--- config.mk ---
export PLATFORM = sky130hd
export DESIGN_NAME = soft_decode_batch_ctrl
export DESIGN_NICKNAME = d
export VERILOG_FILES = /design/src/rtl/soft_decode_batch_ctrl.sv
export SDC_FILE = /design/constraint.sdc
export NUM_CORES = 1
export LEC_CHECK = 0
export ABC_AREA = 1
export CAP_MARGIN = 20
export CORE_MARGIN = 5
export CORE_UTILIZATION = 38
export CTS_CLUSTER_SIZE = 8
export DETAILED_ROUTE_END_ITERATION = 10
export HOLD_SLACK_MARGIN = 0.1
export MAX_ROUTING_LAYER = met4
export RECOVER_POWER = 25
export REMOVE_ABC_BUFFERS = 1
export SETUP_SLACK_MARGIN = 0.2
export SLEW_MARGIN = 25
export SYNTH_ARGS = -nofsm -noshare
export SYNTH_HDL_FRONTEND = slang
export SYNTH_SLANG_ARGS = --single-unit
--- constraint.sdc ---
create_clock -name clk -period 3 [get_ports clk]
set_input_delay 0.6 -clock clk [delete_from_list [all_inputs] [get_ports clk]]
set_output_delay 0.6 -clock clk [all_outputs]
set_load 0.03 [all_outputs]
--- src/rtl/soft_decode_batch_ctrl.sv ---
// Batch controller: feeds strands to one soft_decoder, accumulates saturated likelihoods, then scans for the argmax.
// Optional watchdog on the decoder wait is compiled in with `define SOFT_DEC_TIMEOUT_EN.
module soft_decode_batch_ctrl #(
    parameter int DATA_WIDTH     = 11,
    parameter int n              = 5,
    parameter int ACC_WIDTH      = 40,
    parameter int MAX_BATCH      = 16,
    parameter int TIMEOUT_CYCLES = 1024,
    localparam int LW = $clog2(MAX_BATCH + 1),
    localparam int IW = $clog2(n + 1)
) (
    input  logic                        clk,
    input  logic                        rst,
    input  logic                        cfg_start,
    input  logic [LW-1:0]               batch_len,
    input  logic                        in_valid,
    output logic                        in_ready,
    input  logic [DATA_WIDTH-1:0]       in_strand,
    output logic                        dec_start,
    output logic [31:0]                 dec_N,
    output logic [DATA_WIDTH-1:0]       dec_strand,
    input  logic signed [31:0]          dec_likelyhood [n:1],
    input  logic                        dec_done,
    output logic                        out_valid,
    input  logic                        out_ready,
    output logic signed [ACC_WIDTH-1:0] acc [n:1],
    output logic [IW-1:0]               best_idx,
    output logic                        busy,
    output logic [2:0]                  dbg_state
`ifdef SOFT_DEC_TIMEOUT_EN
    ,
    output logic                        timeout_err
`endif
);

    // Handshakes: a transfer happens on a rising edge where valid && ready are both high;
    // valid never depends on ready, and the producer holds its data until the transfer.
    typedef enum logic [2:0] {
        S_IDLE  = 3'd0,
        S_FETCH = 3'd1,
        S_WAIT  = 3'd2,
        S_ACCUM = 3'd3,
        S_SCAN  = 3'd4,
        S_OUT   = 3'd5
    } state_t;

    state_t                        state_q, state_d;
    logic [LW-1:0]                 len_q;
    logic [LW-1:0]                 cnt_q;
    logic [IW-1:0]                 scan_i_q;
    logic signed [ACC_WIDTH-1:0]   max_q;
    logic signed [31:0]            cap_q   [n:1];
    logic signed [ACC_WIDTH:0]     wide    [n:1];
    logic signed [ACC_WIDTH-1:0]   sat_sum [n:1];
    logic                          done_ok;

    // dec_done in the pulse cycle belongs to the previous decode and is not trusted.
    assign done_ok   = dec_done && !dec_start;
    assign in_ready  = (state_q == S_FETCH);
    assign out_valid = (state_q == S_OUT);
    assign busy      = (state_q != S_IDLE);
    assign dbg_state = state_q;
    assign dec_N     = {{(32 - LW){1'b0}}, len_q};

`ifdef SOFT_DEC_TIMEOUT_EN
    localparam int WW = $clog2(TIMEOUT_CYCLES + 1);
    logic [WW-1:0] wd_q;
    logic          wd_expired;
`endif

    always_ff @(posedge clk) begin
        if (rst) state_q <= S_IDLE;
        else     state_q <= state_d;
    end

    always_comb begin
        state_d = state_q;
`ifdef SOFT_DEC_TIMEOUT_EN
        wd_expired = 1'b0;
`endif
        case (state_q)
            S_IDLE: begin
                if (cfg_start) state_d = (batch_len == '0) ? S_SCAN : S_FETCH;
            end
            S_FETCH: begin
                if (in_valid) state_d = S_WAIT;
            end
            S_WAIT: begin
                if (done_ok) begin
                    state_d = S_ACCUM;
                end
`ifdef SOFT_DEC_TIMEOUT_EN
                else if (wd_q == WW'(TIMEOUT_CYCLES - 1)) begin
                    state_d    = S_OUT;
                    wd_expired = 1'b1;
                end
`endif
            end
            S_ACCUM: begin
                state_d = (cnt_q + LW'(1) == len_q) ? S_SCAN : S_FETCH;
            end
            S_SCAN: begin
                if (scan_i_q == IW'(n)) state_d = S_OUT;
            end
            S_OUT: begin
                if (out_ready) state_d = S_IDLE;
            end
            default: state_d = S_IDLE;
        endcase
    end

    // Sum one bit wider than the accumulator so overflow shows as a sign disagreement.
    always_comb begin
        for (int i = 1; i <= n; i++) begin
            wide[i] = $signed({acc[i][ACC_WIDTH-1], acc[i]})
                    + $signed({{(ACC_WIDTH + 1 - 32){cap_q[i][31]}}, cap_q[i]});
            sat_sum[i] = wide[i][ACC_WIDTH-1:0];
            if (wide[i][ACC_WIDTH] != wide[i][ACC_WIDTH-1]) begin
                sat_sum[i] = wide[i][ACC_WIDTH] ? {1'b1, {(ACC_WIDTH - 1){1'b0}}}
                                                : {1'b0, {(ACC_WIDTH - 1){1'b1}}};
            end
        end
    end

    always_ff @(posedge clk) begin
        if (rst) begin
            len_q      <= '0;
            cnt_q      <= '0;
            scan_i_q   <= '0;
            max_q      <= '0;
            dec_start  <= 1'b0;
            dec_strand <= '0;
            best_idx   <= IW'(1);
            for (int i = 1; i <= n; i++) begin
                acc[i]   <= '0;
                cap_q[i] <= '0;
            end
        end else begin
            dec_start <= 1'b0;
            case (state_q)
                S_IDLE: begin
                    if (cfg_start) begin
                        len_q    <= batch_len;
                        cnt_q    <= '0;
                        scan_i_q <= IW'(1);
                        for (int i = 1; i <= n; i++) acc[i] <= '0;
                    end
                end
                S_FETCH: begin
                    if (in_valid) begin
                        dec_strand <= in_strand;
                        dec_start  <= 1'b1;
                    end
                end
                S_WAIT: begin
                    if (done_ok) cap_q <= dec_likelyhood;
`ifdef SOFT_DEC_TIMEOUT_EN
                    if (wd_expired) best_idx <= IW'(1);
`endif
                end
                S_ACCUM: begin
                    acc      <= sat_sum;
                    cnt_q    <= cnt_q + LW'(1);
                    scan_i_q <= IW'(1);
                end
                S_SCAN: begin
                    // First position seeds the max; later ones replace it only when strictly larger.
                    if (scan_i_q == IW'(1) || acc[scan_i_q] > max_q) begin
                        max_q    <= acc[scan_i_q];
                        best_idx <= scan_i_q;
                    end
                    scan_i_q <= scan_i_q + IW'(1);
                end
                default: ;
            endcase
        end
    end

`ifdef SOFT_DEC_TIMEOUT_EN
    always_ff @(posedge clk) begin
        if (rst) begin
            wd_q        <= '0;
            timeout_err <= 1'b0;
        end else begin
            wd_q <= (state_q == S_WAIT) ? wd_q + WW'(1) : '0;
            if (state_q == S_IDLE && cfg_start) timeout_err <= 1'b0;
            if (wd_expired)                     timeout_err <= 1'b1;
        end
    end
`endif

endmodule
; ---- Word level (Yosys, flattened, before mapping)
; Cells that the tools add are included.
[classes]
add_sub_neg = 7
order_cmp = 2
n_eq_ne = 18
muxes = 27
n_bitwise = 1
n_reduce_logical = 16
[op_table]
columns = op, n
row1 = $mux 40, 11
row2 = $pmux 200 s2, 1
row3 = $add 40x32->41, 5
row4 = $mux 200, 1
row5 = $bmux 40 s3, 1
row6 = $gt 40x40->1, 1
row7 = $mux 3, 8
row8 = $pmux 3 s6, 1
row9 = $reduce_and 2->1, 6
row10 = $pmux 5 s2, 1
row11 = $eq 3x3->1 const B, 3
row12 = $pmux 3 s3, 1
row13 = $ne 2x2->1 const B, 4
row14 = $eq 3x1->1 const B, 2
row15 = $eq 3x2->1 const B, 2
row16 = $reduce_bool 3->1, 2
row17 = $add 5x1->5 const B, 1
row18 = $eq 5x5->1, 1
row19 = $logic_not 5->1, 1
row20 = $mux 5, 1
row21 = $ne 1x1->1, 5
row22 = $reduce_and 5->1, 1
row23 = $lt 3x4->1 const B, 1
row24 = $add 3x1->3 const B, 1
row25 = other kinds (9), 9
[word_totals]
reg_bits = 431
in_bits = 182
output_inout_bits = 253
elab_cells = 89

; ---- Longest topological paths before layout
; Gate-level depths: netlist of the first run.
[depth]
word_depth = 5
ltp_mapped = 25

; ---- Worst setup path after synthesis of the first run
; No wires, ideal clock.
[synth_path]
path_kind = flip-flop to flip-flop
from = reg acc[2] in the netlist's numbering
to = reg acc[17] in the netlist's numbering
setup_time_ns = 0.132
arrival_ns = 3.186
required_ns = 2.868
slack_ns = -0.318
stages_incl_launch_ff = 20
n_path_buf = 2
synth_period_minus_slack_ns = 3.318
path_cell_list = dfxtp_1 ha_1 a21oi_1 o21ai_1 nand3_1 nand2_1 nand3_1 nand2_1 nand3_1 nand2_1 a21oi_1 xor2_1 inv_1 ha_1 inv_1 clkbuf_1 clkbuf_1 nand3_1 nand3_1 a21oi_1
[synth_between]
elab_chain_len = 4
elab_cells_between_ends = 5
cone_classes = add/sub (1) / eq/ne (1) / mux (3)
[synth_rtl]
columns = item, line_no
row1 = start: declaration, 26  ; output logic signed [ACC_WIDTH-1:0] acc [n:1],
row2 = start signal: assignment, 162  ; acc <= sat_sum;
row3 = $add 40x32->41 (*), 116  ; + $signed({{(ACC_WIDTH + 1 - 32){cap_q[i][31]}}, cap_q[i]});
row4 = $mux 40 / $ne 1x1->1 (equally long branches), "119, 118"
row5 = $mux 40 (*), 118  ; if (wide[i][ACC_WIDTH] != wide[i][ACC_WIDTH-1]) begin
row6 = $pmux 200 s2 (*), 140  ; case (state_q)
; Every way passes the cells marked *; elsewhere a longest branch is shown, timed or not.
; A chain may end at the register's enable or synchronous reset.

; ---- Worst setup path in the final report of the first run
[layout_path]
from = reg scan_i_q[0]
to = reg max_q[32]
[layout_between]
elab_chain_len = 5
elab_cells_between_ends = 6
cone_classes = order compare (1) / eq/ne (1) / mux (2) / reduce/logical (2)
[layout_rtl]
columns = item, line_no
row1 = start: declaration, 50  ; logic [IW-1:0] scan_i_q;
row2 = start signal: assignment, 172  ; scan_i_q <= scan_i_q + IW'(1);
row3 = $bmux 40 s3, "168, 169"
row4 = $mux 40 (implied by the code), "168, 169"
row5 = $gt 40x40->1, 168  ; if (scan_i_q == IW'(1) || acc[scan_i_q] > max_q) begin
row6 = $logic_or 1x1->1, 168
row7 = $reduce_and 2->1 (no source line), --
row8 = end signal: assignment, 169  ; max_q <= acc[scan_i_q];
row9 = end: declaration, 51  ; logic signed [ACC_WIDTH-1:0] max_q;
; Parallel ways exist; a longest one is shown, timed or not. The select of a mux whose other input is x is not followed.

==> run summary, run 1 <==
status: finished with violations
failing checks: setup timing
# Max-Cap Violations: 0
TNS Setup: -17.95 ns
max-slew violations: 0
H-tree levels: 2
placed cells: 7877
CTS clock-pin slew for the worst setup and hold paths: 0.06 ns
fill count: 8696
internal power: 0.0159 W
Synth Instances: 5520
share of cells above drive strength 1: 25.7%
number of DRC markers in iteration 0: 3784
Tmin final: 3.45 ns
largest cells by area after synthesis: dfxtp_1, nand2_1, ha_1
Die Y: 308 um
Post-synth EDFFs: 0
Sinks on Clock Net: 431
worst r2r dst: max_q[32]
clock share of power: 24.0%
worst path required time: 3.60 ns
Setup crit end kind: flop
via density per instance: 5.38
first-pass GRT wire length: 260 mm
worst rel slew slack: 39.4%
post-route insts no fill: 8066
Area Overhead vs Synth: 53.1%
pwr dens: 523 nW/um^2
Max IR drop VDD: 0.575 mV
Synth async-reset ratio: 0%
Hold Path Class: flop to flop
wire per inst: 21.9 um
Core Area: 88200 sq um
boundary pin count: 435
hold path depth: 2
Final Hold Viols: 0
Final HPWL DP: 140 mm
vias in the first global route: 41.8k
initial core utilization: 38.2%
Worst Tran Pin Value: 0.908 ns
fmax: 290 MHz
Yosys reg bits: 431
worst hold endpoint: best_idx[0]
period utilisation layout: 115%
r2r setup slk: -0.45 ns
die outline width: 308 um
cell area after synthesis: 33700 sq um
total CTS buffers: 61
count of input and output buffers: 407
WS Path Type: flop to flop
Comb pwr share: 49.8%
most frequent cells in the layout: nand2_1, buf_4, nor2_1
min setup slack post-route: -0.449 ns
register area share after synthesis: 25.6%
DRT Wirelength: 177 mm
RSZ-0062 raised after global routing: true
# hold bufs at CTS: 0
Placer Congestion: 1.04
grt ovf: 0
Synth area leader: dfxtp_1
Top FF cell, synth: dfxtp_1
WP data arrival: 4.05 ns
Root Buffer: clkbuf_16
final net count: 7324
FF-to-FF Start: scan_i_q[0]
drt pass-1 iters: 6
P_sw: 0.0110 W
commonest non-fill, non-tap cell in the layout: nand2_1
CTS max path bufs: 3
CP Max Fanout: 26
Reg area: 8710 sq um
Flop pwr share: 26.2%
Hold Path Origin: best_idx[0]
setup violation total in the final timing report: 112
clk_lat worst skew: 0.68 ns
syn_area_per_cell: 6.10 sq um
R2R cell count: 20
synth unique cells: 46
GRT Total Usage: 36.6%
Synth warnings: 0
total power: 0.0270 W
Die Footprint: 94700 sq um
CTS tree: built
Final ANT Viol Nets: 0
pin count of the biggest net entering global routing: 127
multi-input logic area: 24200 sq um
Synth top area share: 25.6%
Lkg Pwr: 23.5 nW
crit path launch type: flop
DRC Markers: 0
clk_skew: 0.0327 ns
Net Sw Frac: 40.8%
initial antenna violation count: 9
Vias: 43.4k
Site Rows: 109
## metrics by stage
step                hold WS (ns)  setup WS [ns]  utilization, %  cell area (sq um)
floorplan                  0.451          -8.60               -              32600
global placement           0.445         -0.304            52.6              46400
detailed placement         0.453         -0.352            52.6              46400
CTS                        0.444         -0.230            57.7              50900
global route               0.479         -0.597            58.4              51600
finish                     0.458         -0.449            58.4              51600
## power groups by stage
stage	logic (W)	registers [W]	clock network [W]
global placement	0.0111	0.00705	0
CTS	0.0127	0.00703	0.00658
global route	0.0144	0.00711	0.00678
floorplan	0.00526	0.00729	0
finish	0.0134	0.00706	0.00648
detailed placement	0.0112	0.00707	0
## synth_stat cells, types with 3 or more instances
cell,count
nand3_1,545
ha_1,251
nand3b_1,8
buf_4,34
nand2_1,1274
o21bai_1,17
clkinv_1,3
inv_1,500
dfxtp_1,431
o21ai_1,11
buf_6,11
nand2_2,21
nor4_1,11
nor2_2,7
a21oi_1,547
or2_2,98
o21ai_2,4
nand3_2,17
a21boi_0,5
fa_1,5
o211ai_1,5
a32oi_1,32
nor2_1,794
o21a_1,26
xnor2_1,20
nor3_1,33
buf_1,19
inv_2,8
and2_1,4
a31oi_1,13
buf_2,20
xor2_1,16
a21o_1,23
a21oi_2,14
o21ai_0,453
clkbuf_1,165
nand4_1,63
## cell families (layout without fill, tap and decap cells)
logic type	Yosys count	after routing	synth area share, %
and+or+nand+nor	2878	2878	36.2
AOI/OAI and AO/OA	1157	1157	18.4
xor gates and xnor gates	36	36	0.936
adders and majority gates	256	256	9.62
buffers and inverters	761	2110	9.21
DFF	431	431	25.6
other	1	33	0.0111
## worst max-delay path: stages, from the launching register on
cell,delay (ns)
dfxtp_4,0.40
buf_8,0.18
buf_4,0.17
o21ai_0,0.18
o21ai_1,0.20
a32oi_2,0.25
inv_1,0.10
ha_4,0.27
nand2_2,0.07
nor2_4,0.12
nand2_2,0.06
nor2_2,0.11
nand2_2,0.08
or3_4,0.35
nand3_4,0.10
nand2_8,0.10
buf_12,0.15
buf_16,0.15
nand3_1,0.12
nand2_1,0.08
nor2_1,0.12
## how the worst max path moves through the flow
stage                       from     endpoint  slack (ns)  depth (start not counted)
floorplan           dbg_state[1]  scan_i_q[2]       -8.60                          6
global placement        acc[101]     acc[117]       -0.30                         15
detailed placement     cap_q[63]      acc[49]       -0.35                         14
CTS                  scan_i_q[0]  best_idx[0]       -0.23                         20
global route         scan_i_q[0]    max_q[32]       -0.60                         20
finish               scan_i_q[0]    max_q[32]       -0.45                         20
## per-layer routing
metal	up-vias	routed length [um]	track usage, %	share of wire (%)
li1	21000	-	-	-
met1	20400	76300	47.7	43
met2	1658	80900	59.4	46
met3	295	12300	4.53	7.0
met4	0	7010	12.1	4.0
met5	-	0	-	0
## flip-flops by register name, indices dropped and copies added, names as in the netlist
register	cells
acc	200
best_idx	3
cap_q	160
cnt_q	5
dbg_state	3
dec_start	1
dec_strand	11
len_q	5
max_q	40
scan_i_q	3
## repair_timing
| action | in CTS | in global routing |
|---|---|---|
| cloned | 13 | 4 |
| pin swaps | 95 | 27 |
| endpoints found under the setup margin | 242 | 244 |
| hold endpoints to repair | 0 | 0 |
| resized for setup | 458 | 148 |
| setup buffers | 79 | 15 |
## cell type report
class                           count  area share, %
Inverter                          511           3.78
Timing Repair Buffer             1527           26.5
Antenna cell                        6         0.0291
Multi-Input combinational cell   4354           46.8
Clock buffer                       68           3.11
Clock inverter                      4         0.0607
Sequential cell                   431           16.9
Tap cell                         1165           2.83
No activity file was read; power rests on OpenSTA's default activity.
==> run 2, diff against run 1 <==
--- a/config.mk
+++ b/config.mk
@@ -5,12 +5,12 @@
 export SDC_FILE = /design/constraint.sdc
 export NUM_CORES = 1
 export LEC_CHECK = 0
-export ABC_AREA = 1
 export CAP_MARGIN = 20
 export CORE_MARGIN = 5
 export CORE_UTILIZATION = 38
 export CTS_CLUSTER_SIZE = 8
 export DETAILED_ROUTE_END_ITERATION = 10
+export GPL_ROUTABILITY_DRIVEN = 1
 export HOLD_SLACK_MARGIN = 0.1
 export MAX_ROUTING_LAYER = met4
 export RECOVER_POWER = 25
==> run summary, run 2 <==
Net Sw Frac: 27.0%
boundary pin count: 435
Final Hold Viols: 0
vias in the first global route: 32.8k
Site Rows: 101
Placer Congestion: 0.980
Synth warnings: 0
worst rel slew slack: -0.293%
period utilisation layout: 140%
internal power: 0.0103 W
WP data arrival: 4.70 ns
Final ANT Viol Nets: 0
CTS clock-pin slew for the worst setup and hold paths: 0.05 ns
Lkg Pwr: 20.6 nW
Tmin final: 4.20 ns
Hold Path Class: primary input to flop
Worst Tran Pin Value: 1.50 ns
Comb pwr share: 13.2%
Vias: 33.1k
DRT Wirelength: 125 mm
syn_area_per_cell: 7.61 sq um
initial antenna violation count: 1
most frequent cells in the layout: buf_4, nand2_1, a21oi_1
die outline width: 287 um
number of DRC markers in iteration 0: 1682
Root Buffer: clkbuf_16
grt ovf: 0
first-pass GRT wire length: 187 mm
failing checks: capacitance limit, slew limit, setup timing
wire per inst: 20.1 um
max reg flops: 200
Max IR drop VDD: 0.460 mV
Area Overhead vs Synth: 65.1%
Synth top area share: 29.7%
via density per instance: 5.33
pin count of the biggest net entering global routing: 120
H-tree levels: 2
TNS Setup: -182.19 ns
synth unique cells: 83
Synth area leader: dfxtp_1
worst path required time: 3.50 ns
count leader, synth: nand2_1
clk_lat worst skew: 0.64 ns
largest cells by area after synthesis: dfxtp_1, ha_1, a21oi_1
Synth Instances: 3820
# hold bufs at CTS: 0
DRC Markers: 0
final net count: 5598
P_sw: 0.00383 W
Top FF cell, synth: dfxtp_1
crit path launch type: flop
Synth async-reset ratio: 0%
Die Y: 287 um
Post-synth EDFFs: 0
# Max-Cap Violations: 1
most flop-heavy register: acc
pre-CTS WS: -1.57 ns
share of cells above drive strength 1: 33.7%
drt pass-1 iters: 6
total power: 0.0142 W
Final HPWL DP: 87.8 mm
RSZ-0062 raised after global routing: true
WS Path Type: flop to flop
CTS tree: built
Flop pwr share: 41.5%
Setup crit end kind: flop
Die Footprint: 82100 sq um
clk_skew: 0.0150 ns
commonest non-fill, non-tap cell in the layout: buf_4
status: finished with violations
register area share after synthesis: 29.7%
fmax: 238 MHz
Commonest cells post-synth: nand2_1, a21oi_1, dfxtp_1
Final Util: 63.2%
count of input and output buffers: 407
Sinks on Clock Net: 431
GRT Total Usage: 29.4%
total CTS buffers: 61
Top Registers: acc (200), cap_q (160), max_q (40)
pwr dens: 295 nW/um^2
setup violation total in the final timing report: 242
clock share of power: 45.3%
Core Area: 75900 sq um
cell area after synthesis: 29100 sq um
CTS max path bufs: 3
diode count: 0
max-slew violations: 28
CP Max Fanout: 5
initial core utilization: 38.3%
min setup slack post-route: -1.20 ns
Yosys reg bits: 431
[run 2: changes by cell type after synthesis, moves of 58 or more]
cell	previous run	this run
nand2_1	1274	684
xor2_1	16	74
nand3_1	545	56
inv_1	500	91
nor2_1	794	222
o21ai_0	453	230
o21ai_1	11	72
xnor2_1	20	106
or2_2	98	7
mux2i_1	0	88
a21o_1	23	142
[run 2: stage by stage]
step | hold WS [ns] | cells | instance area (sq um)
4_1_cts | 0.340 | 6167 | 46600
3_3_place_gp | 0.441 | 5951 | 40700
3_5_place_dp | 0.448 | 5951 | 40700
5_1_grt | 0.388 | 6203 | 48000
2_1_floorplan | 0.434 | 3595 | 28100
6_report | 0.383 | 6203 | 48000
[run 2: per-layer routing]
| metal | track usage [%] | up-vias | wire (um) |
|---|---|---|---|
| li1 | - | 16300 | - |
| met1 | 35.5 | 15700 | 52200 |
| met2 | 49.9 | 885 | 60700 |
| met3 | 3.48 | 272 | 5860 |
| met4 | 12.0 | 0 | 5960 |
| met5 | - | - | 0 |
[run 2: critical path, cell delays in order (launching register included)]
cell     delay (ns)
dfxtp_2        0.33
ha_4           0.27
buf_4          0.12
nand3_1        0.10
nand2_2        0.09
a41o_1         0.25
o21ai_2        0.10
a21o_1         0.21
o31a_1         0.35
o41ai_2        0.40
a21o_1         0.19
a21o_1         0.18
xnor2_2        0.10
ha_4           0.30
nand2_4        0.05
buf_6          0.13
nor3b_4        0.21
nor3_4         0.08
buf_6          0.16
buf_12         0.13
buf_16         0.14
o21ai_1        0.07
a21oi_1        0.08
[run 2: power groups by stage]
stage / combinational [W] / clock (W) / sequential (W)
floorplan: 0.000608 / 0 / 0.00605
global placement: 0.00154 / 0 / 0.00598
detailed placement: 0.00155 / 0 / 0.00598
CTS: 0.00181 / 0.00652 / 0.00587
global route: 0.00199 / 0.00676 / 0.00587
finish: 0.00188 / 0.00641 / 0.00587
[run 2: final cells by class]
class / count / area (sq um)
sequential: 431 / 8700
inverter: 91 / 344
fill: 6512 / 28000
tap: 1030 / 1290
multi-input combinational: 3073 / 22000
clock buffer: 73 / 1620
timing repair buffer: 1502 / 14000
clock inverter: 3 / 37.5
[run 2: kinds of logic after synthesis]
group / Yosys count / share of synthesized area (%)
compound gates: 1301 / 26.8
simple gates: 1179 / 17.4
flops: 431 / 29.7
buf+inv: 342 / 4.85
fa+ha+maj: 256 / 11.1
xor+xnor: 182 / 5.53
mux: 128 / 4.58
other cells: 1 / 0.0129
[run 2: path summary, 6_finish.rpt]
path	start	end	slack [ns]	depth (start not counted)
hold reg to reg	dec_strand[7]	dec_strand[7]	0.45	2
hold / removal	rst	cap_q[29]	0.38	2
setup reg to reg	cap_q[102]	acc[133]	-1.20	22
setup / recovery	cap_q[102]	acc[133]	-1.20	22
[run 2: repair_timing]
action	4_1_cts	5_1_grt
cloned	36	3
setup buffers	104	33
endpoints found under the setup margin	246	243
resized for setup	640	224
endpoints found under the hold margin	0	0
pin swaps	299	138
